--- src/rtl/dispatch_pkg.sv ---
// ----------------------------------------------------------------------------
// dispatch_pkg
// Shared types and constants for the task dispatch reservation station.
//   - DEF_* : default parameter values of the station
//   - clog2_min1() : $clog2 that never returns 0 (for 1- or 2-element indices)
//   - BANK_W / OCC_W : bank index width and occupancy width at the defaults
//   - rs_entry_t : one station entry (payload + bank) at the default sizes
//   - drain_state_e : drain handshake FSM encoding
// ----------------------------------------------------------------------------
package dispatch_pkg;

    localparam int DEF_NUM_PE   = 4;
    localparam int DEF_NUM_BANK = 4;
    localparam int DEF_DEPTH    = 8;
    localparam int DEF_PKT_W    = 30;

    function automatic int clog2_min1(input int n);
        return (n <= 2) ? 1 : $clog2(n);
    endfunction

    localparam int BANK_W = clog2_min1(DEF_NUM_BANK);
    localparam int OCC_W  = $clog2(DEF_DEPTH) + 1;

    typedef struct packed {
        logic [DEF_PKT_W-1:0] packet;
        logic [BANK_W-1:0]    bank;
    } rs_entry_t;

    typedef enum logic [1:0] {
        DRAIN_IDLE = 2'd0,
        DRAIN_WAIT = 2'd1,
        DRAIN_DONE = 2'd2
    } drain_state_e;

endpackage

--- src/rtl/task_dispatch_rs_pe_select.sv ---
// ----------------------------------------------------------------------------
// pe_select
// Picks one PE out of a vector of free PEs.
// Build option: DISPATCH_RR_EN
//   defined   : round-robin search starting at an internal pointer; the pointer
//               moves to grant_idx+1 (mod NUM_PE) on every issue, and returns to
//               0 on reset or flush.
//   undefined : fixed priority, lowest-index free PE, no state.
// Ports:
//   clk, rst, flush, advance (RR build only) : pointer clocking and update
//   free      in  NUM_PE  PEs that may accept a task this cycle
//   grant     out NUM_PE  one-hot chosen PE (0 when nothing free)
//   grant_idx out PE_W    index of the chosen PE
//   any_grant out 1       some PE is free
// ----------------------------------------------------------------------------
module pe_select
    import dispatch_pkg::*;
#(
    parameter  int NUM_PE = DEF_NUM_PE,
    localparam int PE_W   = clog2_min1(NUM_PE)
) (
`ifdef DISPATCH_RR_EN
    input  logic              clk,
    input  logic              rst,
    input  logic              flush,
    input  logic              advance,
`endif
    input  logic [NUM_PE-1:0] free,
    output logic [NUM_PE-1:0] grant,
    output logic [PE_W-1:0]   grant_idx,
    output logic              any_grant
);

`ifdef DISPATCH_RR_EN
    logic [PE_W-1:0] ptr_q;

    // Search order ptr, ptr+1, ... wrapping; first free PE in that order wins.
    always_comb begin
        int idx;
        idx       = 0;
        grant     = '0;
        grant_idx = '0;
        any_grant = 1'b0;
        for (int k = 0; k < NUM_PE; k++) begin
            idx = (int'(ptr_q) + k) % NUM_PE;
            if (free[idx] && !any_grant) begin
                grant[idx] = 1'b1;
                grant_idx  = PE_W'(idx);
                any_grant  = 1'b1;
            end
        end
    end

    always_ff @(posedge clk or posedge rst) begin
        if (rst) begin
            ptr_q <= '0;
        end else if (flush) begin
            ptr_q <= '0;
        end else if (advance) begin
            ptr_q <= (grant_idx == PE_W'(NUM_PE - 1)) ? '0 : grant_idx + PE_W'(1);
        end
    end
`else
    always_comb begin
        grant     = '0;
        grant_idx = '0;
        any_grant = 1'b0;
        for (int p = 0; p < NUM_PE; p++) begin
            if (free[p] && !any_grant) begin
                grant[p]  = 1'b1;
                grant_idx = PE_W'(p);
                any_grant = 1'b1;
            end
        end
    end
`endif

endmodule

--- src/rtl/task_dispatch_rs.sv ---
// ----------------------------------------------------------------------------
// task_dispatch_rs
// Reservation station between the command decoder and NUM_PE Edge PEs.
// Buffers decoded tasks in a collapsing queue (index 0 = oldest) and issues
// the oldest task whose SRAM bank is not busy to a free PE, one issue per
// cycle, bypassing tasks that are blocked on a busy bank.
// Build option: DISPATCH_RR_EN selects round-robin PE choice (see pe_select);
// when undefined the lowest-index free PE is used.
//
// Handshake: a task is transferred on a rising edge where in_valid=1 and
// in_ready=1; in_ready is simply ~rs_full and does not look at a same-cycle
// issue. The decoder must hold in_packet/in_bank stable while in_valid=1 and
// in_ready=0. out_valid[p] is a single-cycle pulse with no back-pressure; the
// PE signals acceptance by dropping pe_idle[p].
//
// Ports:
//   clk, reset            clock (rising) and asynchronous active-high reset
//   in_valid/in_ready     task offer / station can accept
//   in_packet, in_bank    task payload and the SRAM bank it reads
//   flush                 drop all entries and pending-issue state
//   pe_idle               per-PE idle indication
//   bank_busy             per-bank busy; tasks on a busy bank are skipped
//   out_packet, out_valid per-PE payload (held between issues) and issue pulse
//   rs_empty, rs_full     no entries / DEPTH entries
//   occupancy             number of valid entries
//   drain_req, drain_done drain request level and 1-cycle completion pulse
//   drain_state           current drain FSM state (observability)
// ----------------------------------------------------------------------------
module task_dispatch_rs
    import dispatch_pkg::*;
#(
    parameter  int NUM_PE    = DEF_NUM_PE,
    parameter  int NUM_BANK  = DEF_NUM_BANK,
    parameter  int DEPTH     = DEF_DEPTH,
    parameter  int PKT_W     = DEF_PKT_W,
    localparam int BANK_BITS = clog2_min1(NUM_BANK),
    localparam int OCC_BITS  = $clog2(DEPTH) + 1
) (
    input  logic                    clk,
    input  logic                    reset,
    input  logic                    in_valid,
    output logic                    in_ready,
    input  logic [PKT_W-1:0]        in_packet,
    input  logic [BANK_BITS-1:0]    in_bank,
    input  logic                    flush,
    input  logic [NUM_PE-1:0]       pe_idle,
    input  logic [NUM_BANK-1:0]     bank_busy,
    output logic [NUM_PE*PKT_W-1:0] out_packet,
    output logic [NUM_PE-1:0]       out_valid,
    output logic                    rs_empty,
    output logic                    rs_full,
    output logic [OCC_BITS-1:0]     occupancy,
    input  logic                    drain_req,
    output logic                    drain_done,
    output logic [1:0]              drain_state
);

    localparam int IDX_W   = $clog2(DEPTH);
    localparam int PE_BITS = clog2_min1(NUM_PE);

    // Queue storage; entries at index >= count_q are don't-care.
    logic [PKT_W-1:0]     pkt_q  [DEPTH];
    logic [BANK_BITS-1:0] bank_q [DEPTH];
    logic [PKT_W-1:0]     pkt_d  [DEPTH];
    logic [BANK_BITS-1:0] bank_d [DEPTH];

    logic [OCC_BITS-1:0] count_q, count_d, wr_idx;
    logic [NUM_PE-1:0]   pend_q, pend_d, free, grant;
    logic [PE_BITS-1:0]  grant_idx;
    logic                any_grant;
    logic [DEPTH-1:0]    eligible;
    logic [IDX_W-1:0]    sel_idx;
    logic                sel_found;
    logic                accept, issue;

    drain_state_e        drain_st, drain_nxt;
    logic                drain_fire, drain_cond;

    assign rs_empty    = (count_q == '0);
    assign rs_full     = (count_q == OCC_BITS'(DEPTH));
    assign in_ready    = ~rs_full;
    assign occupancy   = count_q;
    assign drain_state = drain_st;

    // A PE that was just issued to stays blocked until it shows busy once,
    // so a PE that is slow to drop pe_idle is not handed a second task.
    assign free = pe_idle & ~pend_q;

    // ---------------- eligibility and oldest-first select ----------------
    always_comb begin
        eligible = '0;
        for (int i = 0; i < DEPTH; i++) begin
            eligible[i] = (OCC_BITS'(i) < count_q) && !bank_busy[bank_q[i]];
        end
    end

    always_comb begin
        sel_idx   = '0;
        sel_found = 1'b0;
        for (int i = 0; i < DEPTH; i++) begin
            if (eligible[i] && !sel_found) begin
                sel_idx   = IDX_W'(i);
                sel_found = 1'b1;
            end
        end
    end

    pe_select #(
        .NUM_PE    (NUM_PE)
    ) u_pe_select (
`ifdef DISPATCH_RR_EN
        .clk       (clk),
        .rst       (reset),
        .flush     (flush),
        .advance   (issue),
`endif
        .free      (free),
        .grant     (grant),
        .grant_idx (grant_idx),
        .any_grant (any_grant)
    );

    // Flush wins over both accept and issue.
    assign accept = in_valid & in_ready & ~flush;
    assign issue  = sel_found & any_grant & ~flush;

    // ---------------- collapsing queue next state ----------------
    // The tail slot is computed after the removal, so a simultaneous
    // insert+remove lands at the old tail-1 and occupancy is unchanged.
    assign wr_idx = count_q - OCC_BITS'(issue);

    always_comb begin
        for (int i = 0; i < DEPTH; i++) begin
            pkt_d[i]  = pkt_q[i];
            bank_d[i] = bank_q[i];
        end
        if (issue) begin
            for (int i = 0; i < DEPTH - 1; i++) begin
                if (IDX_W'(i) >= sel_idx) begin
                    pkt_d[i]  = pkt_q[i+1];
                    bank_d[i] = bank_q[i+1];
                end
            end
        end
        if (accept) begin
            for (int i = 0; i < DEPTH; i++) begin
                if (OCC_BITS'(i) == wr_idx) begin
                    pkt_d[i]  = in_packet;
                    bank_d[i] = in_bank;
                end
            end
        end
    end

    always_comb begin
        if (flush) begin
            count_d = '0;
        end else begin
            count_d = count_q + OCC_BITS'(accept) - OCC_BITS'(issue);
        end
    end

    always_comb begin
        pend_d = pend_q;
        for (int p = 0; p < NUM_PE; p++) begin
            if (flush) begin
                pend_d[p] = 1'b0;
            end else if (issue && grant[p]) begin
                pend_d[p] = 1'b1;
            end else if (!pe_idle[p]) begin
                pend_d[p] = 1'b0;
            end
        end
    end

    // Payload storage needs no reset: validity is carried by count_q.
    always_ff @(posedge clk) begin
        for (int i = 0; i < DEPTH; i++) begin
            pkt_q[i]  <= pkt_d[i];
            bank_q[i] <= bank_d[i];
        end
    end

    always_ff @(posedge clk or posedge reset) begin
        if (reset) begin
            count_q    <= '0;
            pend_q     <= '0;
            out_valid  <= '0;
            out_packet <= '0;
        end else begin
            count_q   <= count_d;
            pend_q    <= pend_d;
            out_valid <= issue ? grant : '0;
            if (issue) begin
                out_packet[int'(grant_idx)*PKT_W +: PKT_W] <= pkt_q[sel_idx];
            end
        end
    end

    // ---------------- drain handshake ----------------
    // DONE is held until drain_req falls so one request yields one pulse.
    assign drain_cond = rs_empty & (&pe_idle) & ~(|pend_q) & ~in_valid;

    always_comb begin
        drain_nxt  = drain_st;
        drain_fire = 1'b0;
        case (drain_st)
            DRAIN_IDLE: begin
                if (drain_req) begin
                    if (drain_cond) begin
                        drain_nxt  = DRAIN_DONE;
                        drain_fire = 1'b1;
                    end else begin
                        drain_nxt = DRAIN_WAIT;
                    end
                end
            end
            DRAIN_WAIT: begin
                if (!drain_req) begin
                    drain_nxt = DRAIN_IDLE;
                end else if (drain_cond) begin
                    drain_nxt  = DRAIN_DONE;
                    drain_fire = 1'b1;
                end
            end
            DRAIN_DONE: begin
                if (!drain_req) begin
                    drain_nxt = DRAIN_IDLE;
                end
            end
            default: drain_nxt = DRAIN_IDLE;
        endcase
    end

    always_ff @(posedge clk or posedge reset) begin
        if (reset) begin
            drain_st   <= DRAIN_IDLE;
            drain_done <= 1'b0;
        end else begin
            drain_st   <= drain_nxt;
            drain_done <= drain_fire;
        end
    end

endmodule

--- config.mk ---
export PLATFORM = sky130hd
export DESIGN_NAME = task_dispatch_rs
export DESIGN_NICKNAME = d
export VERILOG_FILES = /design/src/rtl/dispatch_pkg.sv /design/src/rtl/task_dispatch_rs_pe_select.sv /design/src/rtl/task_dispatch_rs.sv
export SDC_FILE = /design/constraint.sdc
export NUM_CORES = 1
export LEC_CHECK = 0
export CAP_MARGIN = 20
export CELL_PAD_IN_SITES_DETAIL_PLACEMENT = 2
export CELL_PAD_IN_SITES_GLOBAL_PLACEMENT = 2
export CORE_MARGIN = 2
export CORE_UTILIZATION = 25
export CTS_CLUSTER_SIZE = 25
export DETAILED_ROUTE_END_ITERATION = 8
export PLACE_DENSITY = 0.64
export SETUP_SLACK_MARGIN = 0.4
export SLEW_MARGIN = 20
export SYNTH_ARGS = -nofsm -noshare
export SYNTH_HDL_FRONTEND = slang
export SYNTH_SLANG_ARGS = --single-unit
--- constraint.sdc ---
create_clock -name clk -period 5.6 [get_ports clk]
set_clock_uncertainty 0.1 [all_clocks]
set_input_delay 1.12 -clock clk [delete_from_list [all_inputs] [get_ports clk]]
set_output_delay 1.12 -clock clk [all_outputs]
set_load 0.01 [all_outputs]
* After elaboration in Yosys (flattened, before gate mapping) *
Memories as Yosys holds them, arrays and structs flattened.
Index checks and enable logic that the tools add are counted.

cells by class
  magnitude comparators = 23
  reduce and logical (&&, ||, !) cells = 47
  multipliers = 1
  div/mod/pow operators = 0
  bitwise gates (word level) = 13
  $add $sub $neg = 4
  equality and inequality tests = 17
  muxes and demuxes = 99
  shifts and indexed selects = 2

operators with widths
  kind                       count
  $mux 30                    15
  $mux 240                   1
  $mux 210                   1
  $bwmux 120                 1
  $shift 30x33->120 const A  1
  $shiftx 30x33->120         1
  $mux 2                     22
  $mux 1                     40
  $neg 7->33                 1
  $lt 2x3->1 const B         8
  $logic_and 1x1->1          22
  $logic_not 1->1            18
  $mux 3                     6
  $bmux 1 s2                 8
  $eq 3x4->1 const A         4
  $lt 3x4->1 const A         4
  $mux 16                    1
  $mux 14                    1
  $ne 3x2->1 const B         4
  $ge 3x3->1 const A         3
  $eq 2x4->1 const A         2
  $logic_not 4->1            2
  $lt 1x4->1 const A         2
  $lt 2x4->1 const A         2
  22 further kinds           36

storage, ports and cells
  memories = 2
  output and inout bits = 134
  flip-flop bits (word level) = 135
  word-level logic and storage cells = 217
  memory bits (writable) = 256
  memory bits (read-only) = 0
  latch bits = 0
  input bits = 45

memories
  memory  depth  width  rd ports  clocked after Yosys merged registers in  write ports  RTL line                source
  pkt_q   8      30     9         0                                        8            task_dispatch_rs.sv:62  logic [PKT_W-1:0] pkt_q [DEPTH];
  bank_q  8      2      8         0                                        8            task_dispatch_rs.sv:63  logic [BANK_BITS-1:0] bank_q [DEPTH];

* Logic depth before layout (Yosys ltp) *
Gate-level depths: netlist of the first run.
An unclocked memory read counts as a cell.

  depth in word-level cells = 33
  gate-level depth with buffers = 18
  depth with buffers taken out = 15

* Hierarchy *
From an unflattened synthesis of the first run, not the netlist that was laid out.

unflattened totals
  cell total of the unflattened synthesis = 1919
  area total of the unflattened synthesis = 18377.6 um^2

modules (own cells, without submodules)
  module            area an instance (um^2)  times used  cells each  seq. area each (um^2)
  task_dispatch_rs  18316.3                  1           1908        8823.5
  pe_select         61.3                     1           11          0.0

* Worst setup path after synthesis of the first run *
Ideal clock, no wire load.

  path type = input to register
  from = input port bank_busy[3]
  to = memory bank_q[1][6] (netlist bit), enable pin
  required time = 5.108 ns
  path slack = 1.122 ns
  stages = 11
  path buffers = 1
  arrival time = 3.986 ns
  library setup time = 0.392 ns
  cells stage by stage = mux4_2 -> and2_4 -> or3_1 -> buf_6 -> nand3_4 -> nand2_4 -> inv_4 -> ha_1 -> ha_1 -> xor2_1 -> and3_1

RTL lines
  item         RTL line                source
  from (decl)  task_dispatch_rs.sv:47  input logic [NUM_BANK-1:0] bank_busy,
  to (decl)    task_dispatch_rs.sv:63

* Worst setup path after layout of the first run *
  from = input port bank_busy[0]
  to = register out_packet[42]

between the ends
  cells in the longest elaborated chain, start to end = 29
  elaborated cells on any way between the ends = 66
  classes of those cells = shift: 1; mux: 32; bitwise: 2; reduce/logical: 30; memory: 1

RTL lines
  item                             RTL line                 source
  $bmux 1 s2                       task_dispatch_rs.sv:93   eligible[i] = (OCC_BITS'(i) < count_q) && !bank_busy[bank_q[i]];
  $mux 1 (implied by the code)     task_dispatch_rs.sv:93
  $logic_not 1->1                  task_dispatch_rs.sv:93
  $logic_and 1x1->1                task_dispatch_rs.sv:93
  $mux 1                           task_dispatch_rs.sv:101  if (eligible[i] && !sel_found) begin
  $logic_not 1->1                  task_dispatch_rs.sv:101
  $logic_and 1x1->1                task_dispatch_rs.sv:101
  $mux 1                           task_dispatch_rs.sv:101
  [... 13 more ...]                -
  $logic_and 1x1->1                task_dispatch_rs.sv:101
  $mux 1                           task_dispatch_rs.sv:101
  $logic_not 1->1                  task_dispatch_rs.sv:101
  $logic_and 1x1->1                task_dispatch_rs.sv:101
  $mux 3                           task_dispatch_rs.sv:101
  $mem_v2 8x30                     -
  $shiftx 30x33->120               task_dispatch_rs.sv:195  out_packet[int'(grant_idx)*PKT_W +: PKT_W] <= pkt_q[sel_idx];
  $bwmux 120                       task_dispatch_rs.sv:195
  to (signal, indexed assignment)  task_dispatch_rs.sv:195
  to (decl)                        task_dispatch_rs.sv:48   output logic [NUM_PE*PKT_W-1:0] out_packet,

Several ways; a longest one is shown, not always the timed one. The select of a mux whose other input is x is not followed.
A chain may end at the register's enable or synchronous reset.

==> results of run 1 <==
[area by class of cell]
class	instances	area share (%)
multi-input cells	1424	39.9
inverters	18	0.314
well taps	969	5.08
flip-flops and latches	391	36.9
clock inverters	17	0.807
clock buffers	69	5.65
diodes	1	0.0105
repair buffers	276	11.3
[layout by cell type, fill, tap and decap left out, types with 11 or more instances in the layout]
cell type        synthesis  final
or3_1                   20     20
mux2_2                  12     12
a22o_1                  63     63
o221ai_1                36     36
a21oi_1                 91     91
o22ai_1                 33     31
ha_1                    14     14
a22oi_1                 14     14
clkbuf_1                91     13
inv_1                   17     16
o21ai_0                216    216
o211ai_1                12     12
nand3_1                 42     41
edfxtp_1                32     32
dfxtp_1                224    224
clkdlybuf4s50_1          0    178
dfrtp_1                135    135
buf_12                   0     12
clkbuf_16                0     47
nor3_1                  32     25
mux2i_1                244    244
nor2_1                 128    126
nand2_1                255    253
buf_4                    4     85
a32oi_1                 11     11
[per-layer routing]
layer  vias to the layer above  routed length [um]  global-route usage, %
li1                       7680                   -                      -
met1                      9031               37700                   28.0
met2                       460               42400                   38.4
met3                       169                3760                   2.94
met4                         2                2830                   7.32
met5                         -                  13                      0
[stage by stage]
| step | cells | hold slack [ns] | setup WS [ns] | instance area [um^2] | total power, mW |
|---|---|---|---|---|---|
| floorplan | 1976 | 0.373 | 0.769 | 19000 | 10.2 |
| global placement | 3077 | 0.371 | 0.252 | 22300 | 14.6 |
| detailed placement | 3077 | 0.373 | 0.0860 | 22300 | 14.9 |
| CTS | 3163 | 0.396 | 0.743 | 23900 | 18.1 |
| global route | 3164 | 0.411 | 0.425 | 23900 | 19.1 |
| finish | 3165 | 0.392 | 0.726 | 23900 | 18.1 |
[registers in the layout, indices dropped and copies added (netlist names)]
signal	cells
pkt_q	240
bank_q	16
drain_done	1
out_valid	4
drain_state	2
occupancy	4
pend_q	4
out_packet	120
[worst max-delay path, stage by stage]
cell	delay, ns
clkdlybuf4s50_1	0.57
mux4_2	0.59
o21ai_0	0.23
nand2_1	0.20
o211ai_2	0.57
nor2_1	0.35
a221oi_1	0.67
nand2_1	0.19
o221ai_1	0.60
a22o_1	0.23
[report_power, final]
group	switching [mW]	internal, mW	leakage (nW)
sequential	1.04	4.02	4.04
combinational	6.32	3.61	5.08
clock	1.33	1.78	0.753
[logic make-up (layout without fill, tap and decap cells)]
| logic type | count (synthesis) | after routing | share of synthesized area (%) |
|---|---|---|---|
| adder cells (fa/ha/maj) | 15 | 15 | 1.03 |
| other | 0 | 1 | 0 |
| AO/OA/AOI/OAI | 591 | 591 | 21.1 |
| XOR/XNOR | 4 | 4 | 0.185 |
| AND/OR/NAND/NOR | 551 | 551 | 13.1 |
| multiplexers | 263 | 263 | 14.4 |
| buffers and inverters | 161 | 380 | 3.66 |
| flip-flops | 391 | 391 | 46.6 |
[synth_stat cells (all sizes together) (8+ instances only)]
library cell,count,area share [%]
nand2,258,5.2
nor3,32,0.85
o32a,8,0.42
nor2,129,2.6
a21oi,92,2.4
a31oi,8,0.34
a22oi,14,0.55
nand3,43,1.2
o221ai,40,2.0
dfrtp,135,18
o21a,9,0.36
o21ai,223,5.9
or3,20,0.66
mux2i,244,13
o211ai,15,0.67
ha,14,0.92
a32oi,11,0.51
or2,8,0.26
a22o,63,2.9
nand4,8,0.26
o32ai,11,0.63
o22ai,34,1.2
dfxtp,224,24
buf,51,1.5
nor4,8,0.33
inv,18,0.37
mux2,12,0.71
clkbuf,92,1.8
edfxtp,32,5.1
nand2b,10,0.33
[final timing paths]
path | depth (start not counted) | end | slack [ns]
hold / removal | 2 | out_packet[57] | 0.39
min in group asynchronous | 2 | out_packet[13] | 0.73
setup / recovery | 10 | out_packet[42] | 0.73
hold reg to reg | 2 | out_packet[57] | 0.39
setup reg to reg | 13 | out_packet[107] | 0.83
max in group asynchronous | 3 | occupancy[3] | 3.89
==> metrics.md, run 1 <==
| Metric | Value |
|---|---|
| Crit path max fanout | `9` |
| Crit path kind | `in -> reg` |
| Vias per std cell | `5.48` |
| Sequential cell area | `0.00882 mm^2` |
| First-pass detailed-route iteration total | `5` |
| Initial antenna violation count | `1` |
| Gr usage total | `22.0%` |
| WP data required | `6.06 ns` |
| DRT antenna net count | `0` |
| Clock Path Buffers | `3` |
| Synthesized area | `0.0190 mm^2` |
| Number of global-route vias before repair | `19.0k` |
| Clk Latency, worst-skew pair | `0.62 ns` |
| Period Utilization, post-route | `87.0%` |
| Die area | `0.0780 mm^2` |
| Main synth FF type | `dfxtp_1` |
| CP endpoint kind | `flop` |
| DRT Wirelength | `86.8 mm` |
| Async set-or-reset flop fraction in the synthesized netlist | `34.5%` |
| Clk sink count | `391` |
| Hold buffers post-CTS | `0` |
| Status | `completed` |
| Setup crit start | `bank_busy[0]` |
| H-tree depth | `2` |
| Vias | `17.3k` |
| Hold Startpoint | `out_packet[57]` |
| Final slew viol count | `0` |
| # setup viols final | `0` |
| Core area | `0.0747 mm^2` |
| CP Launch Type | `input port` |
| Post_cts resized | `0` |
| Reg2reg start | `occupancy[3]` |
| Post-synth cell types | `94` |
| RSZ-0062 raised after global routing | `no` |
| Rows | `100` |
| Post-Syn Instances | `1976` |
| Boundary Pins | `179` |
| Arr. time, crit path | `5.33 ns` |
| Layout Utilization | `32.0%` |
| Die Y | `279 um` |
| Number of fill cells in the layout | `8135` |
| Max Freq | `0.205 GHz` |
| Initial Util | `25.4%` |
| Initial drt markers | `853` |
| Worst min path class | `reg -> reg` |
| Syn nets | `2036` |
| Flops & latches, synth | `391` |
| CTS tree | `done` |
| Placer Congestion | `0.843` |
| Multi-input gate area | `0.00954 mm^2` |
| Largest net degree at the start of global routing | `109` |
| Die Wd | `279 um` |
| Global-route wire length before repair | `129 mm` |
| CTS root buf | `clkbuf_16` |
| CTS clock-pin slew for the worst setup and hold paths | `0.06 ns` |
| Sequential area share after synthesis | `46.6%` |
| Average size of a mapped cell | `9.59 um^2` |
| Synth-to-Final Area Change | `26.0%` |
| Max_cap viols | `0` |
| Final #Nets | `2218` |
| Yosys Warn Count | `0` |
| Minimum clock period | `4.87 ns` |
| Dpl hpwl | `59.5 mm` |
| PwrDens | `758 mW/mm^2` |
| Number of setup buffers added after CTS | `0` |
| # port buffers | `178` |
| Total CTS buffers | `47` |
| Worst Tran Pin Value | `1.01 ns` |
| Drt drc | `0` |
| GRT overflow | `0` |
| Final Hold Fails | `0` |
| DR WL/cell | `27.4 um` |
| Share of cells above drive strength 1 | `11.4%` |
| Leakage | `9.87 nW` |
| Setup TNS | `0 ns` |
| Max IR drop VDD | `0.373 mV` |
| Post-synth EDFFs | `32` |
| Relative slew slack | `33.0%` |
No activity file was read; power rests on OpenSTA's default activity.
==> run 2, diff against run 1 <==
SYNTH_HIERARCHICAL = 1   (was default)
==> run 2 against run 1 <==
Fmax grew 3.0%. Via count is 6.8% lower. Design area shrank 3.5%. Critical path type unchanged. Largest cell class unchanged.
==> metrics.md, run 2 <==
| Metric | Value |
|---|---|
| Largest net degree at the start of global routing | `69 (-37%)` |
| Status | `completed` |
| Initial Util | `25.2% (-0.14 points)` |
| Leakage | `9.18 nW (-7.0%)` |
| Gr usage total | `20.2% (-1.8 points)` |
| # setup viols final | `0 (unchanged)` |
| Sw frac | `46.5% (-1.5 points)` |
| # port buffers | `178 (unchanged)` |
| Most common cell in the netlist | `nand2_1` |
| Finished Layout Cells | `3057 (-3.4%)` |
| Synth top cells by count | `286 x nand2_1, 236 x mux2i_1, 224 x dfxtp_1, 188 x o21ai_0, 135 x dfrtp_1` |
| Setup WS pre-CTS | `0.291 ns (+0.205 ns)` |
| Die Y | `275 um (-1.5%)` |
| DRT Wirelength | `77.4 mm (-11%)` |
| RSZ-0062 raised after global routing | `no` |
| Post_cts resized | `0 (unchanged)` |
| Flop pwr share | `28.2% (+0.2 points)` |
| Initial antenna violation count | `3 (+2)` |
| CTS clock-pin slew for the worst setup and hold paths | `0.06 ns (about the same)` |
| Synth area leaders | `dfxtp_1 24%, dfrtp_1 18%, mux2i_1 13%` |
| Drt drc | `0 (unchanged)` |
| Worst min path class | `reg -> reg` |
| Global-route wire length before repair | `116 mm (-9.9%)` |
| Hold buffers post-CTS | `0 (unchanged)` |
| Number of fill cells in the layout | `7925 (-2.6%)` |
| Clock power share | `17.2% (about the same)` |
| Minimum clock period | `4.73 ns (-0.143 ns)` |
| Top Family by Delay on Critical Path | `simple AND/OR/NAND/NOR gates` |
| Main combinational cell family by area after synthesis | `compound AO/OA/AOI/OAI gates` |
| Crit-path slowest cell | `or4_2` |
| Main synth FF type | `dfxtp_1` |
| Async set-or-reset flop fraction in the synthesized netlist | `34.5% (unchanged)` |
| Hold depth | `2 (unchanged)` |
| DR WL/cell | `25.3 um (-7.6%)` |
| Hold_ws | `0.385 ns (-0.00654 ns)` |
| Setup crit start | `bank_busy[3]` |
| H-tree depth | `2 (unchanged)` |
| Max IR drop VDD | `0.382 mV (+2.5%)` |
| Core area | `0.0728 mm^2 (-2.5%)` |
| Boundary Pins | `179 (unchanged)` |
| Biggest register | `pkt_q` |
| Final Hold Fails | `0 (unchanged)` |
| CTS root buf | `clkbuf_16` |
| Sequential area share after synthesis | `48.0% (+1.5 points)` |
| CTS tree | `done` |
| CP Buf/Inv Count | `3 (+2)` |
| Average size of a mapped cell | `9.58 um^2 (-0.14%)` |
| Post-synth cell types | `75 (-20%)` |
| Yosys Warn Count | `6 (+6)` |
| GRT overflow | `0 (unchanged)` |
| Clk sink count | `391 (unchanged)` |
| Final WS setup | `0.869 ns (+0.143 ns)` |
| Relative slew slack | `35.9% (+2.9 points)` |
| Dpl cells | `2971 (-3.4%)` |
| Arr. time, crit path | `5.04 ns (-0.29 ns)` |
| Max Freq | `0.211 GHz (+3.0%)` |
| FF-to-FF path depth | `12 (-1)` |
| Synth Area in Compound Gates | `18.5% (-2.6 points)` |
| Crit path max fanout | `64 (+55)` |
| Layout Utilization | `31.6% (-0.33 points)` |
| Logic pwr share | `54.6% (-0.3 points)` |
| Syn nets | `1980 (-2.8%)` |
| Post-synth EDFFs | `32 (unchanged)` |
| Total CTS buffers | `46 (-2.1%)` |
| Rows | `99 (-1.0%)` |
| Flops & latches, synth | `391 (unchanged)` |
| Reg2reg start | `occupancy[2]` |
| CP max stage delay | `0.59 ns (-0.08 ns)` |
| Worst path cell trace | `clkdlybuf4s50_1, mux4_2, nor2_1, a21oi_1, buf_4, a21oi_1, ha_1, ha_1, xor2_1, nand2b_1, or4_2, buf_4, nor2_1, a21oi_1` |
| First-pass detailed-route iteration total | `5 (unchanged)` |
| WP data required | `5.91 ns (-0.15 ns)` |
| Simple-gate share of the synthesized area | `14.1% (+1.1 points)` |
| Post-Syn Instances | `1919 (-2.9%)` |
| Crit path kind | `in -> reg` |
| Number of setup buffers added after CTS | `0 (unchanged)` |
| Placer Congestion | `0.781 (-7.5%)` |
| Worst Tran Pin Value | `0.961 ns (-0.0441 ns)` |
| Xor and xnor area share after synthesis | `0.143% (-0.042 points)` |
| Synth-to-Final Area Change | `25.4%` |
| Synth area leader | `dfxtp_1` |
| Vias | `16.2k (-6.8%)` |
| Most frequent cells in the layout | `285 x nand2_1, 236 x mux2i_1, 224 x dfxtp_1, 187 x o21ai_0, 178 x clkdlybuf4s50_1` |
| Final #Nets | `2121 (-4.4%)` |
| Levels on crit path | `14 (+4)` |
| CP Launch Type | `input port` |
| Initial drt markers | `927 (+8.7%)` |
| Vias per std cell | `5.29 (-3.5%)` |
| Clk Latency, worst-skew pair | `0.58 ns (-0.04 ns)` |
| NetSw | `8.30 mW (-4.4%)` |
| Dpl hpwl | `50.3 mm (-15%)` |
| Post-synthesis mux area share | `14.3% (-0.17 points)` |
| Largest registers | `pkt_q x240, out_packet x120, bank_q x16` |
| Hold Startpoint | `out_packet[25]` |
| Final slew viol count | `0 (unchanged)` |
| Int Power | `9.57 mW (+1.6%)` |
| Setup TNS | `0 ns (unchanged)` |
| Adder-cell share of the synthesized area | `1.13% (+0.10 points)` |
| Most common cell after layout, fill and taps aside | `nand2_1` |
| Die Wd | `275 um (-1.5%)` |
| Synthesized area | `0.0184 mm^2 (-3.0%)` |
| Clock Path Buffers | `3 (unchanged)` |
| PwrDens | `775 mW/mm^2 (+2.3%)` |
| Max_cap viols | `0 (unchanged)` |
| Crit-path most repeated cell | `a21oi_1` |
| Post-synth top area share | `24.4% (+0.74 points)` |
| CP endpoint kind | `flop` |
| Number of global-route vias before repair | `17.4k (-8.4%)` |
| Share of cells above drive strength 1 | `9.16% (-2.3 points)` |
| Largest register FFs | `240 (unchanged)` |
| DRT antenna net count | `0 (unchanged)` |
| Die area | `0.0757 mm^2 (-3.0%)` |
| Period Utilization, post-route | `84.5% (-2.6 points)` |
-- run 2: changes by cell type after synthesis, sizes merged, moves of 10 or more --
| cell | before | now |
|---|---|---|
| or3 | 20 | 5 |
| o221ai | 40 | 71 |
| nand2 | 258 | 287 |
| nand3 | 43 | 64 |
| nor3 | 32 | 12 |
| a22oi | 14 | 1 |
| a22o | 63 | 32 |
| a211oi | 4 | 31 |
| a21oi | 92 | 82 |
| and3 | 4 | 33 |
| nor2 | 129 | 98 |
| o32ai | 11 | 0 |
| a32oi | 11 | 1 |
| o211ai | 15 | 4 |
-- run 2: layout make-up --
class	count	area [um^2]	area share (%)
antenna	1	2.50	0.0109
clock buffer	73	1370	5.96
clock inverter	12	141	0.613
inverter	15	61.3	0.266
multi-input combinational	1366	8970	38.9
sequential	391	8820	38.3
tap	959	1200	5.21
timing repair buffer	240	2470	10.7
-- run 2: logic make-up after synthesis --
family                   Yosys count
adder cells (fa/ha/maj)           16
AO/OA/AOI/OAI                    526
AND/OR/NAND/NOR                  570
multiplexers                     251
buffers and inverters            162
flip-flops                       391
XOR/XNOR                           3
-- run 2: metrics by stage --
stage	area [um^2]	power [mW]
floorplan	18400	10.3
global placement	21500	14.4
detailed placement	21500	14.8
CTS	23000	17.9
global route	23000	18.9
finish	23000	17.9
-- run 2: path summary, 6_finish.rpt --
check | endpoint | slack [ns]
max | pkt_q[3][17] | 0.87
min | out_packet[25] | 0.39
max reg2reg | out_packet[54] | 1.16
min reg2reg | out_packet[25] | 0.39
max in group asynchronous | out_packet[37] | 3.42
min in group asynchronous | drain_done | 0.89
-- run 2: power by group through the flow --
stage                     combinational (mW)  clock (mW)  sequential (mW)
after floorplan                         5.42           0             4.88
after global placement                  9.40           0             5.02
after detailed placement                9.69           0             5.08
after CTS                               9.75        3.15             5.04
after global routing                    10.5        3.27             5.20
final                                   9.76        3.07             5.04
-- run 2: layer usage --
layer	wire [um]	up-vias	part of all wire (%)	track usage [%]
met5	27	-	0.035	0
met4	1550	4	2.0	4.58
met3	3250	98	4.2	3.25
met2	37500	333	48	34.9
met1	35000	8447	45	26.5
li1	-	7287	-	-
-- run 2: worst register-to-register path: cells and delay by family (launching register included) --
family	cells	cell delay (ns)
buffers and inverters	2	0.33
DFF	1	0.43
adders and majority gates	1	0.42
AOI/OAI and AO/OA	4	1.45
and+or+nand+nor	3	0.83
muxes	2	0.79
==> run 3, diff against run 2 <==
clock period = 4.6 ns   (was 5.6 ns; I/O delays follow)
==> run 3 against run 2 <==
Global-route usage up 0.12 points. Largest cell class unchanged. Total power up 26%. Critical endpoint is now out_packet[78]. Register-to-register slack worse by 0.52 ns. Critical path depth down 2. Worst hold slack better by 0.00091 ns.
==> metrics.md, run 3 (synthesis results as in run 2) <==
| Metric | Value |
|---|---|
| First-pass detailed-route iteration total | `5 (unchanged)` |
| Fin area | `0.0237 mm^2 (+2.9%)` |
| Global-route wire length before repair | `117 mm (+0.56%)` |
| Largest register FFs | `240 (unchanged)` |
| Rows | `99 (unchanged)` |
| Final #Nets | `2173 (+2.5%)` |
| Vias | `16.3k (+1.1%)` |
| DR WL/cell | `25.1 um (-1.0%)` |
| CP Launch Type | `input port` |
| Crit-path slowest cell | `mux4_2` |
| Worst path cell trace | `clkdlybuf4s50_1, mux4_2, or3_4, a2111oi_1, buf_4, o21ai_4, buf_12, o22ai_1, a311oi_1, nand3_1, o21a_1, o221ai_1` |
| Number of global-route vias before repair | `17.8k (+2.3%)` |
| Final Hold Fails | `0 (unchanged)` |
| Initial antenna violation count | `2 (-1)` |
| Max IR drop VDD | `0.449 mV (+17%)` |
| NetSw | `10.2 mW (+23%)` |
| Max Freq | `0.245 GHz` |
| Status | `completed` |
| Setup TNS | `0 ns (unchanged)` |
| Hold_ws | `0.386 ns (+0.000910 ns)` |
| Dpl cells | `3023 (+1.8%)` |
| Clk Latency, worst-skew pair | `0.59 ns (about the same)` |
| CTS tree | `done` |
| CTS clock-pin slew for the worst setup and hold paths | `0.06 ns (about the same)` |
| Minimum clock period | `4.08 ns` |
| Period Utilization, post-route | `88.8%` |
| Relative slew slack | `31.3% (-4.6 points)` |
| Arr. time, crit path | `4.42 ns (-0.62 ns)` |
| Int Power | `12.4 mW (+29%)` |
| DRT antenna net count | `0 (unchanged)` |
| Total power | `22.6 mW (+26%)` |
| PwrDens | `952 mW/mm^2 (+23%)` |
| Placer Congestion | `0.797 (+2.1%)` |
| Worst Tran Pin Value | `1.01 ns (+0.0533 ns)` |
| Final slew viol count | `0 (unchanged)` |
| # port buffers | `178 (unchanged)` |
| Max_cap viols | `0 (unchanged)` |
| RSZ-0062 raised after global routing | `no` |
| Largest net degree at the start of global routing | `65 (-5.8%)` |
| Most common cell after layout, fill and taps aside | `nand2_1` |
| Core area | `0.0728 mm^2 (unchanged)` |
| Most frequent cells in the layout | `285 x nand2_1, 236 x mux2i_1, 224 x dfxtp_1, 187 x o21ai_0, 178 x clkdlybuf4s50_1` |
| Total CTS buffers | `46 (unchanged)` |
| Crit path max fanout | `23 (-64%)` |
| Setup WS pre-CTS | `-0.133 ns (-0.424 ns)` |
| Sw frac | `45.1% (-1.3 points)` |
| Initial drt markers | `966 (+4.2%)` |
| Biggest register | `pkt_q` |
| Finished Layout Cells | `3109 (+1.7%)` |
| Share of cells above drive strength 1 | `11.9% (+2.8 points)` |
| Flop pwr share | `27.4% (-0.8 points)` |
| # setup viols final | `0 (unchanged)` |
| Drt drc | `0 (unchanged)` |
| Boundary Pins | `179 (unchanged)` |
| Number of setup buffers added after CTS | `0 (unchanged)` |
| Worst min path class | `reg -> reg` |
| Clock Path Buffers | `3 (unchanged)` |
| Synth-to-Final Area Change | `29.1%` |
| WP data required | `4.93 ns (-0.98 ns)` |
| Clock power share | `16.6% (-0.6 points)` |
| Die area | `0.0757 mm^2 (unchanged)` |
| Leakage | `9.52 nW (+3.7%)` |
| CTS root buf | `clkbuf_16` |
| Final WS setup | `0.516 ns (-0.353 ns)` |
| Gr usage total | `20.4% (+0.12 points)` |
| Crit path kind | `in -> reg` |
| Vias per std cell | `5.26 (-0.61%)` |
| Layout Utilization | `32.6% (+0.92 points)` |
| H-tree depth | `2 (unchanged)` |
| DRT Wirelength | `77.9 mm (+0.68%)` |
| Largest registers | `pkt_q x240, out_packet x120, bank_q x16` |
| Dpl hpwl | `51.9 mm (+3.2%)` |
| Die Wd | `275 um (unchanged)` |
| Initial Util | `25.2% (unchanged)` |
| Clk sink count | `391 (unchanged)` |
| CP max stage delay | `0.53 ns (-0.06 ns)` |
| Logic pwr share | `56.0% (+1.4 points)` |
| Die Y | `275 um (unchanged)` |
| Area after DPL | `0.0222 mm^2 (+2.9%)` |
| CP endpoint kind | `flop` |
| GRT overflow | `0 (unchanged)` |
## run 3: cell types whose count changed in the layout (fill, tap and decap cells not counted), sizes merged
cell / previous run / this run
bufinv: 3 / 1
clkinvlp: 1 / 2
clkinv: 7 / 8
buf: 62 / 114
inv: 16 / 14
clkbuf: 73 / 75
## run 3: final timing paths
path	slack, ns	startpoint	endpoint	depth (start not counted)
worst max-delay path	0.52	bank_busy[3]	out_packet[78]	12
worst min-delay path	0.39	out_packet[26]	out_packet[26]	2
worst max register to register	0.64	occupancy[2]	out_packet[65]	13
worst min register to register	0.39	out_packet[26]	out_packet[26]	2
max in group asynchronous	2.98	reset	out_packet[44]	3
min in group asynchronous	0.73	reset	out_packet[25]	2
## run 3: layout make-up
class                           instances  area [um^2]
Clock buffer                           75         1470
Multi-Input combinational cell       1366         9040
Antenna cell                            1         2.50
Clock inverter                         10         77.6
Inverter                               15         60.1
Tap cell                              959         1200
Sequential cell                       391         8820
Timing Repair Buffer                  292         3050
Fill cell                            7945        49100
## run 3: power by group through the flow
stage	Combinational [mW]	Clock [mW]	Sequential [mW]
floorplan	6.67	0	5.94
global placement	12.2	0	6.14
detailed placement	12.6	0	6.22
CTS	12.7	3.85	6.18
global route	13.5	3.98	6.36
finish	12.6	3.76	6.18
## run 3: metal layers
metal	routed length, um	global-route usage, %	up-vias
met2	37600	35.2	386
met1	35400	26.5	8424
li1	-	-	7407
met5	12	0	-
met3	3080	3.03	124
met4	1840	5.19	2
## run 3: what timing repair did
| item | 4_1_cts | 5_1_grt |
|---|---|---|
| pin swaps | 0 | 0 |
| gates resized for setup | 1 | 3 |
| hold buffers | 0 | 0 |
| endpoints found under the setup margin | 3 | 42 |
## run 3: worst max-delay path, delay by kind of cell
| family | cells | cell delay (ns) |
|---|---|---|
| buf+inv | 3 | 0.90 |
| mux | 1 | 0.53 |
| compound gates | 6 | 1.36 |
| simple gates | 2 | 0.68 |
